<file path="src/rtl/edge_det_pkg.sv">
// Shared types and constants for the multi-channel edge detector.
package edge_det_pkg;

  // Per-channel edge selection, two bits per channel on the top-level bus.
  typedef logic [1:0] edge_mode_t;

  localparam edge_mode_t MODE_OFF  = 2'b00;
  localparam edge_mode_t MODE_RISE = 2'b01;
  localparam edge_mode_t MODE_FALL = 2'b10;
  localparam edge_mode_t MODE_BOTH = 2'b11;

endpackage

</file>
<file path="src/rtl/edge_filter_ch.sv">
// One channel: synchroniser chain, consecutive-sample debounce filter,
// filtered level and mode-qualified edge pulse. The qualified edge is also
// exported one cycle early (hit) so the parent can update its sticky flags
// in the same cycle the registered pulse appears.
module edge_filter_ch
  import edge_det_pkg::*;
#(
  parameter int SYNC_STAGES = 2,
  parameter int FILT_LEN    = 4
) (
  input  logic       clk,
  input  logic       rst,
  input  logic       raw,
  input  edge_mode_t mode,
  output logic       hit,
  output logic       level,
  output logic       pulse
);

  localparam int CNT_W = $clog2(FILT_LEN + 1);

  logic [SYNC_STAGES-1:0] sync_p0;
  logic [CNT_W-1:0]       cnt_p1;
  logic                   s;
  logic                   toggle;

  // Decide whether a level change in the given direction is reported.
  function automatic logic qualify(input edge_mode_t m, input logic rising);
    logic q;
    case (m)
      MODE_RISE: q = rising;
      MODE_FALL: q = ~rising;
      MODE_BOTH: q = 1'b1;
      default:   q = 1'b0;
    endcase
    return q;
  endfunction

  assign s      = sync_p0[SYNC_STAGES-1];
  assign toggle = (s != level) && (cnt_p1 == CNT_W'(FILT_LEN - 1));
  // Direction of the pending toggle is the inverse of the current level.
  assign hit    = toggle && qualify(mode, ~level);

  // Stage p0: metastability synchroniser, shifts the raw pin in.
  always_ff @(posedge clk) begin
    if (rst) sync_p0 <= '0;
    else     sync_p0 <= {sync_p0[SYNC_STAGES-2:0], raw};
  end

  // Stage p1: debounce counter, filtered level and registered edge pulse.
  always_ff @(posedge clk) begin
    if (rst) begin
      cnt_p1 <= '0;
      level  <= 1'b0;
      pulse  <= 1'b0;
    end else begin
      pulse <= hit;
      if (s == level) begin
        cnt_p1 <= '0;
      end else if (toggle) begin
        level  <= ~level;
        cnt_p1 <= '0;
      end else begin
        cnt_p1 <= cnt_p1 + CNT_W'(1);
      end
    end
  end

endmodule

</file>
<file path="src/rtl/edge_detector_multi.sv">
// Multi-channel edge detector: per-channel filter instances plus the sticky
// pending/overrun flags and the registered any-pending summary.
module edge_detector_multi
  import edge_det_pkg::*;
#(
  parameter int CH          = 8,
  parameter int SYNC_STAGES = 2,
  parameter int FILT_LEN    = 4
) (
  input  logic            clk,
  input  logic            rst,
  input  logic [CH-1:0]   i_signal,
  input  logic [2*CH-1:0] i_mode,
  input  logic [CH-1:0]   i_clear,
  output logic [CH-1:0]   o_level,
  output logic [CH-1:0]   o_edge,
  output logic [CH-1:0]   o_pending,
  output logic [CH-1:0]   o_overrun,
  output logic            o_any
);

  logic [CH-1:0] hit;

  for (genvar k = 0; k < CH; k++) begin : g_ch
    edge_filter_ch #(
      .SYNC_STAGES(SYNC_STAGES),
      .FILT_LEN   (FILT_LEN)
    ) u_ch (
      .clk  (clk),
      .rst  (rst),
      .raw  (i_signal[k]),
      .mode (edge_mode_t'(i_mode[2*k +: 2])),
      .hit  (hit[k]),
      .level(o_level[k]),
      .pulse(o_edge[k])
    );
  end

  // Stage p2: sticky flags; a new edge beats a simultaneous clear for pending,
  // while a clear always wins for overrun.
  always_ff @(posedge clk) begin
    if (rst) begin
      o_pending <= '0;
      o_overrun <= '0;
    end else begin
      o_pending <= hit | (o_pending & ~i_clear);
      o_overrun <= (hit & o_pending & ~i_clear) | (o_overrun & ~i_clear);
    end
  end

  // Stage p3: registered summary, one cycle behind the pending flags.
  always_ff @(posedge clk) begin
    if (rst) o_any <= 1'b0;
    else     o_any <= |o_pending;
  end

endmodule

</file>
<file path="config.mk">
export PLATFORM = sky130hd
export DESIGN_NAME = edge_detector_multi
export DESIGN_NICKNAME = d
export VERILOG_FILES = /design/src/rtl/edge_det_pkg.sv /design/src/rtl/edge_filter_ch.sv /design/src/rtl/edge_detector_multi.sv
export SDC_FILE = /design/constraint.sdc
export NUM_CORES = 1
export LEC_CHECK = 0
export CELL_PAD_IN_SITES_DETAIL_PLACEMENT = 0
export CELL_PAD_IN_SITES_GLOBAL_PLACEMENT = 1
export CORE_MARGIN = 5
export CORE_UTILIZATION = 37
export DETAILED_ROUTE_END_ITERATION = 16
export GPL_TIMING_DRIVEN = 0
export PLACE_DENSITY_LB_ADDON = 0.3
export SYNTH_ARGS = -nofsm -noshare
export SYNTH_HDL_FRONTEND = slang
export SYNTH_SLANG_ARGS = --single-unit
</file>
<file path="constraint.sdc">
create_clock -name clk -period 1.6 [get_ports clk]
set_clock_uncertainty 0.1 [all_clocks]
set_input_delay 0.16 -clock clk [delete_from_list [all_inputs] [get_ports clk]]
set_output_delay 0.16 -clock clk [all_outputs]
set_load 0.02 [all_outputs]
</file>
Yosys cells after proc, flatten, opt, wreduce, memory -nomap -nowiden
Cells that the tools add are included.
{"block": "word_totals", "regBits": 73, "latchBits": 0, "ramBits": 0, "rom_bits": 0, "inputBits": 34, "output_inout_bits": 33, "word_cells": 155, "n_memories": 0}
{"block": "classes", "add_sub_neg": 8, "mul": 0, "div_mod_pow": 0, "order_cmp": 0, "eq_ne": 48, "shifts": 0, "muxes": 8, "bitwise": 23, "reduce_logical": 33}
{"op": "bitwise AND 8 bit", "n": 4}
{"op": "equality test 2 bit, second input constant", "n": 16}
{"op": "adder 3 x 1 -> 3 bit, second input constant", "n": 8}
{"op": "equality test 3 x 2 -> 1 bit, second input constant", "n": 8}
{"op": "case mux 1 bit (3 select lines)", "n": 8}
{"op": "OR reduction 3 bit", "n": 8}
{"op": "equality test 2 x 1 -> 1 bit, second input constant", "n": 8}
{"op": "logical AND 1 bit", "n": 16}
{"op": "NOT 1 bit", "n": 16}
{"op": "OR 8 bit", "n": 2}
{"op": "AND reduction 2 bit", "n": 8}
{"op": "equality test 1 bit", "n": 8}
{"op": "inequality test 1 bit", "n": 8}
{"op": "NOT 8 bit", "n": 1}
{"op": "OR reduction 8 bit", "n": 1}

Longest topological paths before layout
Gate-level depths: netlist of run 1.
{"block": "logic_depth", "word_depth": 6, "mapped_depth": 4, "ltp_nobuf": 4}

Modules after synthesis
A second synthesis of run 1 with hierarchy kept.
{"block": "hier_totals", "cells_unflattened": 238, "area_unflattened_um2": 2657.5}
{"module": "edge_filter_ch", "instances": 8, "cells_each": 22, "area_each_um2": 257.7, "seq_area_each_um2": 140.1}
{"module": "edge_detector_multi", "instances": 1, "cells_each": 62, "area_each_um2": 595.6, "seq_area_each_um2": 340.3}

Least setup slack after synthesis of run 1
Ideal clock, no wire load.
{"block": "synth_timing", "path_kind": "reg2reg", "startpoint": "register g_ch[1].u_ch.cnt_p1[0]", "endpoint": "register g_ch[1].u_ch.cnt_p1[0]", "setup_time_ns": 0.063, "arrival_ns": 1.190, "t_required_ns": 1.437, "path_slack_ns": 0.247, "stages_incl_launch_ff": 5, "n_path_buf": 0, "synth_period_minus_slack_ns": 1.353, "path_cell_list": "dfxtp_1 ha_1 ha_1 or3_4 nor2_2"}
{"block": "synth_between", "elab_chain_cells": 3, "word_cells_on_any_way": 4, "classes_between": "add/sub: 1; eq/ne: 1; reduce/logical: 2"}
{"element": "start, declared", "line": "edge_filter_ch.sv:23", "rtl": "logic [CNT_W-1:0] cnt_p1;"}
{"element": "start signal, assigned", "line": "edge_filter_ch.sv:64", "rtl": "cnt_p1 <= cnt_p1 + CNT_W'(1);"}
{"element": "equality test 3 x 2 -> 1 bit", "line": "edge_filter_ch.sv:40", "rtl": "assign toggle = (s != level) && (cnt_p1 == CNT_W'(FILT_LEN - 1));"}
{"element": "logical AND 1 bit", "line": "edge_filter_ch.sv:40"}
{"element": "OR reduction 3 bit (no line)"}
Parallel ways exist; a longest one is shown, timed or not.
A chain may end at the register's enable or synchronous reset.

Worst setup path in the final report of run 1
{"block": "layout_timing", "startpoint": "register o_overrun[2]", "endpoint": "output port o_overrun[2]"}
{"element": "start, declared", "line": "edge_detector_multi.sv:18", "rtl": "output logic [CH-1:0] o_overrun,"}
{"element": "start signal, assigned", "line": "edge_detector_multi.sv:47", "rtl": "o_overrun <= (hit & o_pending & ~i_clear) | (o_overrun & ~i_clear);"}
No word-level cell between the ends.

==> metrics.csv, run 1 <==
stage,metric,value,unit
floorplanning,die-area,9560,um2
global_route,grt_pass1_wl,9.49,mm
pwr,intPower,0.00260,W
setup_path,cp.arrival,1.27,ns
clock_tree,cts_setup_buffers,0,
pwr,power.density,875,nW/um2
placement,numPortBuffers,65,
pwr,p_sw,0.000716,W
setup_path,crit_slowest_cell,clkdlybuf4s50_1,
synth,synth.most_common_cell,dfxtp_1,
timing,hold_viol,0,
drt,drt-wirelength-per-cell,12.0,um
floorplanning,die_h,97.8,um
global_route,grt_pass1_vias,1969,
setup_path,crit_type,flip-flop to output port,
flow_run,cap_violations,0,
setup_path,crit_path_max_incr_delay,0.60,ns
cells_and_area,multiInputGateArea,1180,um2
setup_path,worst-path-buf-inv,1,
synth,synth_edf_count,0,
clock_tree,hold_buffers,0,
synth,synth_area,2850,um2
synth,avgSynthCellArea,10.1,um2
setup_path,cp-end-kind,output port,
cells_and_area,layout-drive-gt1-share,20.4,%
clock_tree,clock-sinks,73,
cells_and_area,syn2layout_area_growth,32.8,%
timing,fin_crit_sh,95.8,%
global_route,gr-total-overflow,0,
placement,hpwl,4.08,mm
drt,drc_errors,0,
clock_tree,clk_pin_slew,0.07,ns
timing,timing.setup.tns,0,ns
placement,placed_area,3630,um2
floorplanning,ios,67,
floorplanning,die_width,97.8,um
timing,setup_viol,0,
timing,maxSlewHeadroom,59.6,%
synth,synth_nets,332,
clock_tree,clk_latency,0.34,ns
drt,wl,5.56,mm
pwr,peakVddDrop,0.419,mV
floorplanning,core,7610,um2
clock_tree,h-tree-depth,3,
timing,tightest_slew,0.606,ns
synth,synth.distinct_cells,20,
clock_tree,clock-root-buffer,clkbuf_8,
global_route,track_usage,12.5,%
floorplanning,start_util,37.5,%
timing,fmax,0.652,GHz
timing,slew_violations,0,
setup_path,worst_setup_path_start_kind,flip-flop,
status,status,completed,
drt,avgViaCountPerCell,4.30,
synth,async_reset_ff_share,0,%
pwr,p_comb_share,5.3,%
synth,yosys.area.top_type,dfxtp_1,
timing,layout_min_cycle_time,1.53,ns
synth,seq_area_frac_synth,51.3,%
drt,drt_pre_antenna_iters,4,
pwr,p_leak,1.68,nW
synth,ys_top_cells_by_count,"dfxtp_1 (73), nor2_1 (24), nor2_2 (24)",
clock_tree,cts_tree,yes,
synth,synth_ff_type,dfxtp_1,
setup_path,crit_chain,clkdlybuf4s50_1,
cells_and_area,finish.net_count,408,
setup_path,crit_required,1.34,ns
drt,ant_nets,0,
synth,syn_inst,282,
pwr,pwr-share-clk,38.7,%
cells_and_area,fillers,751,
synth,yosys_register_bits,73,
pwr,p_sw_share,21.6,%
synth,yosys-top-cells-area,"dfxtp_1 (51%), ha_1 (7.0%), nor2_2 (5.3%)",
cells_and_area,diodes,0,
pwr,seq_power_share,56.0,%
floorplanning,rows,32,
global_route,antenna_found_initial,0,
synth,synth_top_area_share,51.3,%
synth,yosysWarnings,0,
setup_path,path_delay_family,buffers and inverters,
clock_tree,ctsLongestPathBuffers,2,
global_route,grt_start_max_net_pins,12,
timing,rsz0062_at_grt,no,
setup_path,path_max_fanout,2,
placement,place.gp.congestion,0.701,
clock_tree,cts_made_buffers,9,
cells_and_area,fin_area,3790,um2
cells_and_area,seq_area,1460,um2
drt,drt_iter0_markers,43,
worst_hold_path,worst_hold_path_type,primary input to flip-flop,
drt,via_count,2001,
-- cells in the final DEF, fill, tap and decap left out, types with 5 or more instances in the layout --
cell             netlist  layout
and3b_1                8       8
clkdlybuf4s50_1        0      36
or3_4                  8       8
a21oi_1                9       9
nand2_1               16      16
mux2i_1                8       8
nor2b_1               16      16
buf_4                 17      17
clkbuf_8               0      11
and3b_2                8       8
dfxtp_1               73      73
xnor2_1                8       8
o21ai_1               12      12
nand2b_1               8       8
nor2_2                24      24
dlygate4sd2_1          0      24
nor2_1                24      24
dlymetal6s2s_1         0       5
ha_1                  16      16
inv_1                 16      16
-- final timing paths --
| kind | from | end | slack (ns) | cells after the start |
|---|---|---|---|---|
| max | o_overrun[2]$_SDFF_PP0_ | o_overrun[2] | 0.07 | 1 |
| min | rst | g_ch[1].u_ch.sync_p0[0]$_SDFF_PP0_ | 0.09 | 2 |
| max reg2reg | g_ch[3].u_ch.cnt_p1[0]$_SDFF_PP0_ | g_ch[3].u_ch.cnt_p1[2]$_SDFF_PP0_ | 0.16 | 4 |
| min reg2reg | g_ch[1].u_ch.cnt_p1[0]$_SDFF_PP0_ | g_ch[1].u_ch.cnt_p1[0]$_SDFF_PP0_ | 0.33 | 1 |
-- power by group through the flow --
stage               registers [W]  clock network [W]  logic (W)
finish                    0.00185            0.00128   0.000175
global route              0.00186            0.00142   0.000192
CTS                       0.00185            0.00133   0.000179
detailed placement        0.00190                  0   0.000178
global placement          0.00190                  0   0.000177
floorplan                 0.00189                  0  0.0000753
-- state kept, by name, summed over array words and instances (netlist names) --
name and flops:
g_ch.u_ch.level 8, o_any 1, o_pending 8, o_overrun 8
g_ch.u_ch.cnt_p1 24, g_ch.u_ch.sync_p0 16, g_ch.u_ch.pulse 8
-- what timing repair did --
action	4_1_cts	5_1_grt
endpoints found under the setup margin	24	5
cloned	0	0
resized for setup	24	5
-- cells by family after synthesis --
group                      share of synthesized area [%]
and+or+nand+nor                                     24.7
DFF                                                 51.3
buffers and inverters                               7.42
AOI/OAI and AO/OA                                   4.39
adders and majority gates                           7.02
xor gates and xnor gates                            2.46
muxes                                               2.81
-- worst register-to-register path: stages (launching register included) --
cell     delay, ns
dfxtp_1       0.32
ha_1          0.20
ha_1          0.24
or3_4         0.42
nor2_2        0.09
-- cell type report --
type | instances | share of cell area [%]
Buffer | 22 | 4.00
Tap cell | 102 | 3.37
Multi-Input combinational cell | 171 | 31.1
Inverter | 16 | 1.59
Timing Repair Buffer | 65 | 16.7
Clock buffer | 14 | 4.29
Sequential cell | 73 | 38.6
Clock inverter | 2 | 0.330
-- metrics by stage --
step	hold slack, ns	instances	utilization, %	power (W)	setup slack [ns]
2_1_floorplan	0.188	282	-	0.00197	0.247
3_3_place_gp	0.317	449	47.7	0.00207	0.192
3_5_place_dp	0.320	449	47.7	0.00208	0.171
4_1_cts	0.0833	465	49.6	0.00337	0.0204
5_1_grt	0.0912	465	49.8	0.00347	0.0136
6_report	0.0877	465	49.8	0.00331	0.0669
-- layer usage --
metal | up-vias | global-route usage, % | wire length (um) | part of all wire, %
met5 | - | 0 | 0 | 0
met4 | 0 | 6.71 | 89 | 1.6
met3 | 12 | 3.64 | 296 | 5.3
met2 | 49 | 19.6 | 2550 | 46
met1 | 897 | 15.5 | 2620 | 47
li1 | 1043 | - | - | -
(Power assumes the default switching activity.)
==> inputs of run 2 (changes only) <==
CORE_UTILIZATION = 34   (was 37)
clock period = 1.35 ns   (was 1.6 ns; I/O delays follow)
==> run 2 against run 1 <==
Compared with the run above: routed wire length increased by 5.4%; sequential power increased by 19%; global-route usage decreased by 0.41 points; non-clock buffer count increased by 4; count of clock-buffer cells in the layout decreased by 1; power increased by 22%; combinational power increased by 22%; via count increased by 4.6%; cell area increased by 4.9%; sequential cell count unchanged; largest cell class unchanged; highest routed layer unchanged.
==> metrics.csv, run 2 (synthesis results as in run 1) <==
stage,metric,value,unit,change
status,status,completed,,unchanged
clock_tree,cts_made_buffers,9,,unchanged
setup_path,path_max_fanout,3,,was 2
global_route,grt_pass1_vias,2027,,was 1969
global_route,grt_start_max_net_pins,12,,unchanged
setup_path,cp.arrival,1.50,ns,was 1.27 ns
pwr,peakVddDrop,0.694,mV,was 0.419 mV
cells_and_area,syn2layout_area_growth,39.4,%,was 32.8%
clock_tree,clock-sinks,73,,unchanged
setup_path,cp-end-kind,flip-flop,,was output port
setup_path,crit_type,flip-flop to flip-flop,,was flip-flop to output port
drt,wl,5.86,mm,was 5.56 mm
timing,setup_viol,0,,unchanged
cells_and_area,layout_commonest_cell,dfxtp_1,,unchanged
global_route,gr-total-overflow,0,,unchanged
drt,avgViaCountPerCell,4.43,,was 4.30
cells_and_area,regMostFlops,g_ch.u_ch.cnt_p1,,unchanged
drt,drt_pre_antenna_iters,6,,was 4
timing,rsz0062_at_grt,yes,,was no
timing,tightest_slew,0.625,ns,was 0.606 ns
pwr,power.density,1020,nW/um2,was 875 nW/um2
placement,place.gp.congestion,0.680,,was 0.701
placement,placed_cells,452,,was 449
setup_path,crit_required,1.53,ns,was 1.34 ns
setup_path,worst_setup_path_start_kind,flip-flop,,unchanged
global_route,grt_pass1_wl,9.54,mm,was 9.49 mm
timing,fmax,0.758,GHz,
drt,drt-wirelength-per-cell,12.4,um,was 12.0 um
drt,drt_iter0_markers,26,,was 43
timing,hold_viol,0,,unchanged
worst_hold_path,worst_hold_path_type,primary input to flip-flop,,unchanged
floorplanning,core,8180,um2,was 7610 um2
floorplanning,die_h,102,um,was 97.8 um
cells_and_area,stdcell_count,472,,was 465
cells_and_area,final_core_util,48.6,%,was 49.8%
floorplanning,start_util,34.9,%,was 37.5%
clock_tree,cts_tree,yes,,unchanged
setup_path,crit_path_max_incr_delay,0.41,ns,was 0.60 ns
placement,numPortBuffers,65,,unchanged
clock_tree,clk_latency,0.33,ns,was 0.34 ns
clock_tree,hold_buffers,0,,unchanged
cells_and_area,mostFrequentLayoutCells,"dfxtp_1 (59), clkdlybuf4s50_1 (32), nor2_1 (24), nor2_2 (23), buf_4 (22)",,"was dfxtp_1 (73), clkdlybuf4s50_1 (36), nor2_2 (24), nor2_1 (24), dlygate4sd2_1 (24)"
floorplanning,rows,33,,was 32
timing,maxSlewHeadroom,58.4,%,was 59.6%
timing,fin_crit_sh,97.8,%,
clock_tree,clk_pin_slew,0.07,ns,about the same
clock_tree,h-tree-depth,3,,unchanged
drt,via_count,2093,,was 2001
drt,ant_nets,0,,unchanged
pwr,p_leak,1.56,nW,was 1.68 nW
setup_path,crit_chain,"ha_4, ha_4, or3_4, nor2_2",,was clkdlybuf4s50_1
timing,layout_min_cycle_time,1.32,ns,
floorplanning,ios,67,,unchanged
cells_and_area,finish.net_count,412,,was 408
clock_tree,clock-root-buffer,clkbuf_8,,unchanged
cells_and_area,largest_reg_flops,24,,unchanged
cells_and_area,reg_top3,"g_ch.u_ch.cnt_p1 x24, g_ch.u_ch.sync_p0 x16",,unchanged
setup_path,crit_slowest_cell,or3_4,,was clkdlybuf4s50_1
placement,hpwl,4.15,mm,was 4.08 mm
global_route,antenna_found_initial,0,,unchanged
global_route,track_usage,12.1,%,was 12.5%
setup_path,cpMostUsedCell,ha_4,,
cells_and_area,layout-drive-gt1-share,32.7,%,was 20.4%
floorplanning,die_width,102,um,was 97.8 um
drt,drc_errors,0,,unchanged
floorplanning,die-area,10300,um2,was 9560 um2
timing,slew_violations,0,,unchanged
flow_run,cap_violations,0,,unchanged
clock_tree,ctsLongestPathBuffers,2,,unchanged
cells_and_area,diodes,0,,unchanged
[run 2: per-layer routing]
metal  vias up  track usage [%]  wire [um]
met4         0             6.44        124
met5         -                0          0
li1       1059                -          -
met3        12             3.24        358
met1       959             15.1       2670
met2        63             19.0       2710
[run 2: final timing paths]
kind	start	endpoint	slack, ns	depth (start not counted)
worst max-delay path	g_ch[7].u_ch.cnt_p1[0]$_SDFF_PP0_	g_ch[7].u_ch.cnt_p1[1]$_SDFF_PP0_	0.03	4
worst min-delay path	rst	g_ch[1].u_ch.sync_p0[0]$_SDFF_PP0_	0.08	2
worst max register to register	g_ch[7].u_ch.cnt_p1[0]$_SDFF_PP0_	g_ch[7].u_ch.cnt_p1[1]$_SDFF_PP0_	0.03	4
worst min register to register	g_ch[5].u_ch.cnt_p1[0]$_SDFF_PP0_	g_ch[5].u_ch.cnt_p1[0]$_SDFF_PP0_	0.31	1
[run 2: through the flow]
step	hold slack [ns]	instance area [um2]	TNS (ns)	power, W	setup slack [ns]
3_3_place_gp	0.317	3650	-0.362	0.00246	-0.0411
3_5_place_dp	0.318	3650	-0.656	0.00246	-0.0489
2_1_floorplan	0.163	2870	0	0.00233	0.0149
5_1_grt	0.0991	3970	-0.0193	0.00424	-0.0157
4_1_cts	0.0785	3840	0	0.00411	0.00410
6_report	0.0757	3970	0	0.00406	0.0304
[run 2: layout make-up]
class,instances,area [um2]
Fill cell,792,4200
Sequential cell,73,1480
Multi-Input combinational cell,171,1310
Timing Repair Buffer,69,647
Buffer,22,151
Clock buffer,13,149
Tap cell,105,131
Inverter,16,60.1
Clock inverter,3,40.0
[run 2: worst max-delay path, delay by kind of cell, from the launching register on]
family / cells / cell delay, ns
fa+ha+maj: 2 / 0.31
flops: 1 / 0.34
simple gates: 2 / 0.52
[run 2: timing repair]
action / in CTS / in global routing
setup endpoints to repair: 57 / 37
setup buffers: 1 / 3
hold endpoints to repair: 0 / 0
gates cloned: 0 / 0
pin swaps: 9 / 14
resized for setup: 63 / 38
[run 2: report_power, final]
| part | leakage (nW) | total [W] | internal, W | switching [W] |
|---|---|---|---|---|
| Sequential | 0.599 | 0.00220 | 0.00218 | 0.0000177 |
| Combinational | 0.867 | 0.000213 | 0.000132 | 0.0000806 |
| Clock | 0.0974 | 0.00165 | 0.000901 | 0.000747 |
| Total | 1.56 | 0.00406 | 0.00321 | 0.000845 |
==> inputs of run 3 (changes only) <==
CORE_UTILIZATION = 40   (was 34)
MAX_ROUTING_LAYER = met4   (was not set)
clock period = 1.6 ns   (was 1.35 ns; I/O delays follow)
==> run 3 against run 2 <==
Compared with the run above: sequential share of layout area up 0.99 points; utilization up 6.9 points; worst setup slack better by 0.018 ns; worst hold slack better by 0.0070 ns; final cell count down 3.0%; global-route usage up 1.7 points; highest routed layer unchanged; first-iteration DRC count up 100%; count of clock-buffer cells in the layout down 3; via count down 4.0%.
==> metrics.csv, run 3 (synthesis results as in run 1) <==
stage,metric,value,unit,change
floorplanning,rows,30,,was 33
clock_tree,ctsLongestPathBuffers,2,,unchanged
global_route,top_usage_layer,met2,,unchanged
floorplanning,ios,67,,unchanged
clock_tree,cts_made_buffers,9,,unchanged
cells_and_area,reg_top3,"g_ch.u_ch.cnt_p1 x24, g_ch.u_ch.sync_p0 x16",,unchanged
cells_and_area,regMostFlops,g_ch.u_ch.cnt_p1,,unchanged
status,status,completed,,unchanged
pwr,peakVddDrop,0.472,mV,was 0.694 mV
cells_and_area,fillers,625,,was 792
clock_tree,clk_latency,0.34,ns,was 0.33 ns
timing,rsz0062_at_grt,no,,was yes
cells_and_area,seq_area,1460,um2,was 1480 um2
timing,fmax,0.644,GHz,
floorplanning,die_h,94.4,um,was 102 um
clock_tree,clk_pin_slew,0.07,ns,about the same
setup_path,crit_type,flip-flop to output port,,was flip-flop to flip-flop
clock_tree,clock-sinks,73,,unchanged
placement,hpwl,4.00,mm,was 4.15 mm
clock_tree,h-tree-depth,3,,unchanged
setup_path,worst_setup_path_start_kind,flip-flop,,unchanged
clock_tree,cts_tree,yes,,unchanged
cells_and_area,finish.net_count,408,,was 412
timing,tightest_slew,0.566,ns,was 0.625 ns
timing,timing.setup.tns,0,ns,unchanged
global_route,grt_pass1_wl,9.12,mm,was 9.54 mm
drt,ant_nets,0,,unchanged
timing,maxSlewHeadroom,62.2,%,was 58.4%
global_route,track_usage,13.8,%,was 12.1%
floorplanning,die-area,8920,um2,was 10300 um2
timing,setup_viol,0,,unchanged
drt,drc_errors,0,,unchanged
global_route,antenna_found_initial,0,,unchanged
pwr,p_leak,1.62,nW,was 1.56 nW
cells_and_area,mostFrequentLayoutCells,"dfxtp_1 (73), clkdlybuf4s50_1 (40), nor2_2 (24), nor2_1 (24), dlygate4sd2_1 (24)",,"was dfxtp_1 (59), clkdlybuf4s50_1 (32), nor2_1 (24), nor2_2 (23), buf_4 (22)"
drt,drt-wirelength-per-cell,11.8,um,was 12.4 um
cells_and_area,multiInputGateArea,1180,um2,was 1310 um2
pwr,pwr-share-clk,43.3,%,was 40.6%
placement,place.gp.congestion,0.705,,was 0.680
flow_run,cap_violations,0,,unchanged
worst_hold_path,hold_path_depth,2,,unchanged
cells_and_area,largest_reg_flops,24,,unchanged
drt,via_count,2009,,was 2093
setup_path,cp-end-kind,output port,,was flip-flop
pwr,intPower,0.00286,W,was 0.00321 W
clock_tree,cts_setup_buffers,0,,was 1
global_route,grt_pass1_vias,1986,,was 2027
timing,fin_crit_sh,97.0,%,
floorplanning,core,6870,um2,was 8180 um2
pwr,p_comb_share,4.9,%,was 5.3%
drt,avgViaCountPerCell,4.39,,was 4.43
pwr,p_sw,0.000718,W,was 0.000845 W
setup_path,worst-path-stages,1,,was 4
pwr,seq_power_share,51.9,%,was 54.1%
setup_path,crit_chain,clkdlybuf4s50_1,,"was ha_4, ha_4, or3_4, nor2_2"
worst_hold_path,worst_hold_path_type,primary input to flip-flop,,unchanged
floorplanning,die_width,94.4,um,was 102 um
setup_path,cp.arrival,1.29,ns,was 1.50 ns
global_route,use_met3,3.27,%,was 3.24%
setup_path,crit_required,1.34,ns,was 1.53 ns
drt,drt_iter0_markers,53,,was 26
setup_path,path_max_fanout,2,,was 3
timing,layout_min_cycle_time,1.55,ns,
cells_and_area,layout-drive-gt1-share,21.0,%,was 32.7%
global_route,gr-total-overflow,0,,unchanged
timing,hold_viol,0,,unchanged
pwr,p_sw_share,20.1,%,was 20.8%
setup_path,path_delay_family,buffers and inverters,,was simple AND/OR/NAND/NOR gates
global_route,grtUsageMet1,16.8,%,was 15.1%
global_route,grt_start_max_net_pins,13,,was 12
setup_path,crit_slowest_cell,clkdlybuf4s50_1,,was or3_4
cells_and_area,layout_commonest_cell,dfxtp_1,,unchanged
setup_path,r2r_cells,4,,unchanged
setup_path,crit_path_max_incr_delay,0.63,ns,was 0.41 ns
cells_and_area,stdcell_count,458,,was 472
drt,drt_pre_antenna_iters,4,,was 6
drt,wl,5.40,mm,was 5.86 mm
placement,numPortBuffers,65,,unchanged
timing,slew_violations,0,,unchanged
pwr,power.density,938,nW/um2,was 1020 nW/um2
setup_path,worst-path-buf-inv,1,,was 0
floorplanning,start_util,41.5,%,was 34.9%
placement,placed_cells,443,,was 452
cells_and_area,diodes,0,,unchanged
global_route,met2_usage,21.3,%,was 19.0%
clock_tree,clock-root-buffer,clkbuf_8,,unchanged
cells_and_area,syn2layout_area_growth,33.7,%,was 39.4%
## run 3: metrics by stage
stage | worst slack [ns] | power [W] | cell area, um2 | hold slack, ns | util [%]
final | 0.0480 | 0.00358 | 3810 | 0.0827 | 55.5
after global routing | 0.000250 | 0.00374 | 3810 | 0.0968 | 55.5
after CTS | 0.0161 | 0.00364 | 3810 | 0.0747 | 55.5
after detailed placement | 0.171 | 0.00207 | 3620 | 0.322 | 52.7
after global placement | 0.200 | 0.00207 | 3620 | 0.317 | 52.7
after floorplan | 0.247 | 0.00197 | 2850 | 0.188 | -
## run 3: final timing paths
| check | slack (ns) | to | from |
|---|---|---|---|
| max reg2reg | 0.16 | g_ch[5].u_ch.cnt_p1[0]$_SDFF_PP0_ | g_ch[5].u_ch.cnt_p1[0]$_SDFF_PP0_ |
| min reg2reg | 0.33 | g_ch[7].u_ch.cnt_p1[0]$_SDFF_PP0_ | g_ch[7].u_ch.cnt_p1[0]$_SDFF_PP0_ |
| max | 0.05 | o_overrun[6] | o_overrun[6]$_SDFF_PP0_ |
| min | 0.08 | g_ch[1].u_ch.sync_p0[0]$_SDFF_PP0_ | rst |
## run 3: power by group through the flow
stage	Clock, W	Combinational, W	Sequential (W)
global placement	0	0.000175	0.00190
global route	0.00169	0.000191	0.00186
CTS	0.00160	0.000178	0.00185
finish	0.00155	0.000174	0.00185
floorplan	0	0.0000753	0.00189
detailed placement	0	0.000177	0.00190
## run 3: routing by layer
metal | part of all wire (%) | routed length [um] | vias up
met3 | 5.7 | 305 | 8
li1 | - | - | 1043
met2 | 46 | 2490 | 55
met1 | 47 | 2530 | 903
met5 | 0 | 0 | -
met4 | 1.2 | 65 | 0
## run 3: final cells by class
cell class                 count  area share [%]
timing repair buffer          65            16.3
clock buffer                  10            3.61
sequential                    73            38.3
clock inverter                 5            2.10
tap                           96            3.15
buffer                        22            3.97
multi-input combinational    171            30.9
inverter                      16            1.58
## run 3: timing repair
item                                    4_1_cts  5_1_grt
hold buffers                                  0        0
gates resized for setup                      24        1
pin swaps                                     0        0
endpoints found under the hold margin         0        0
endpoints found under the setup margin       24        1
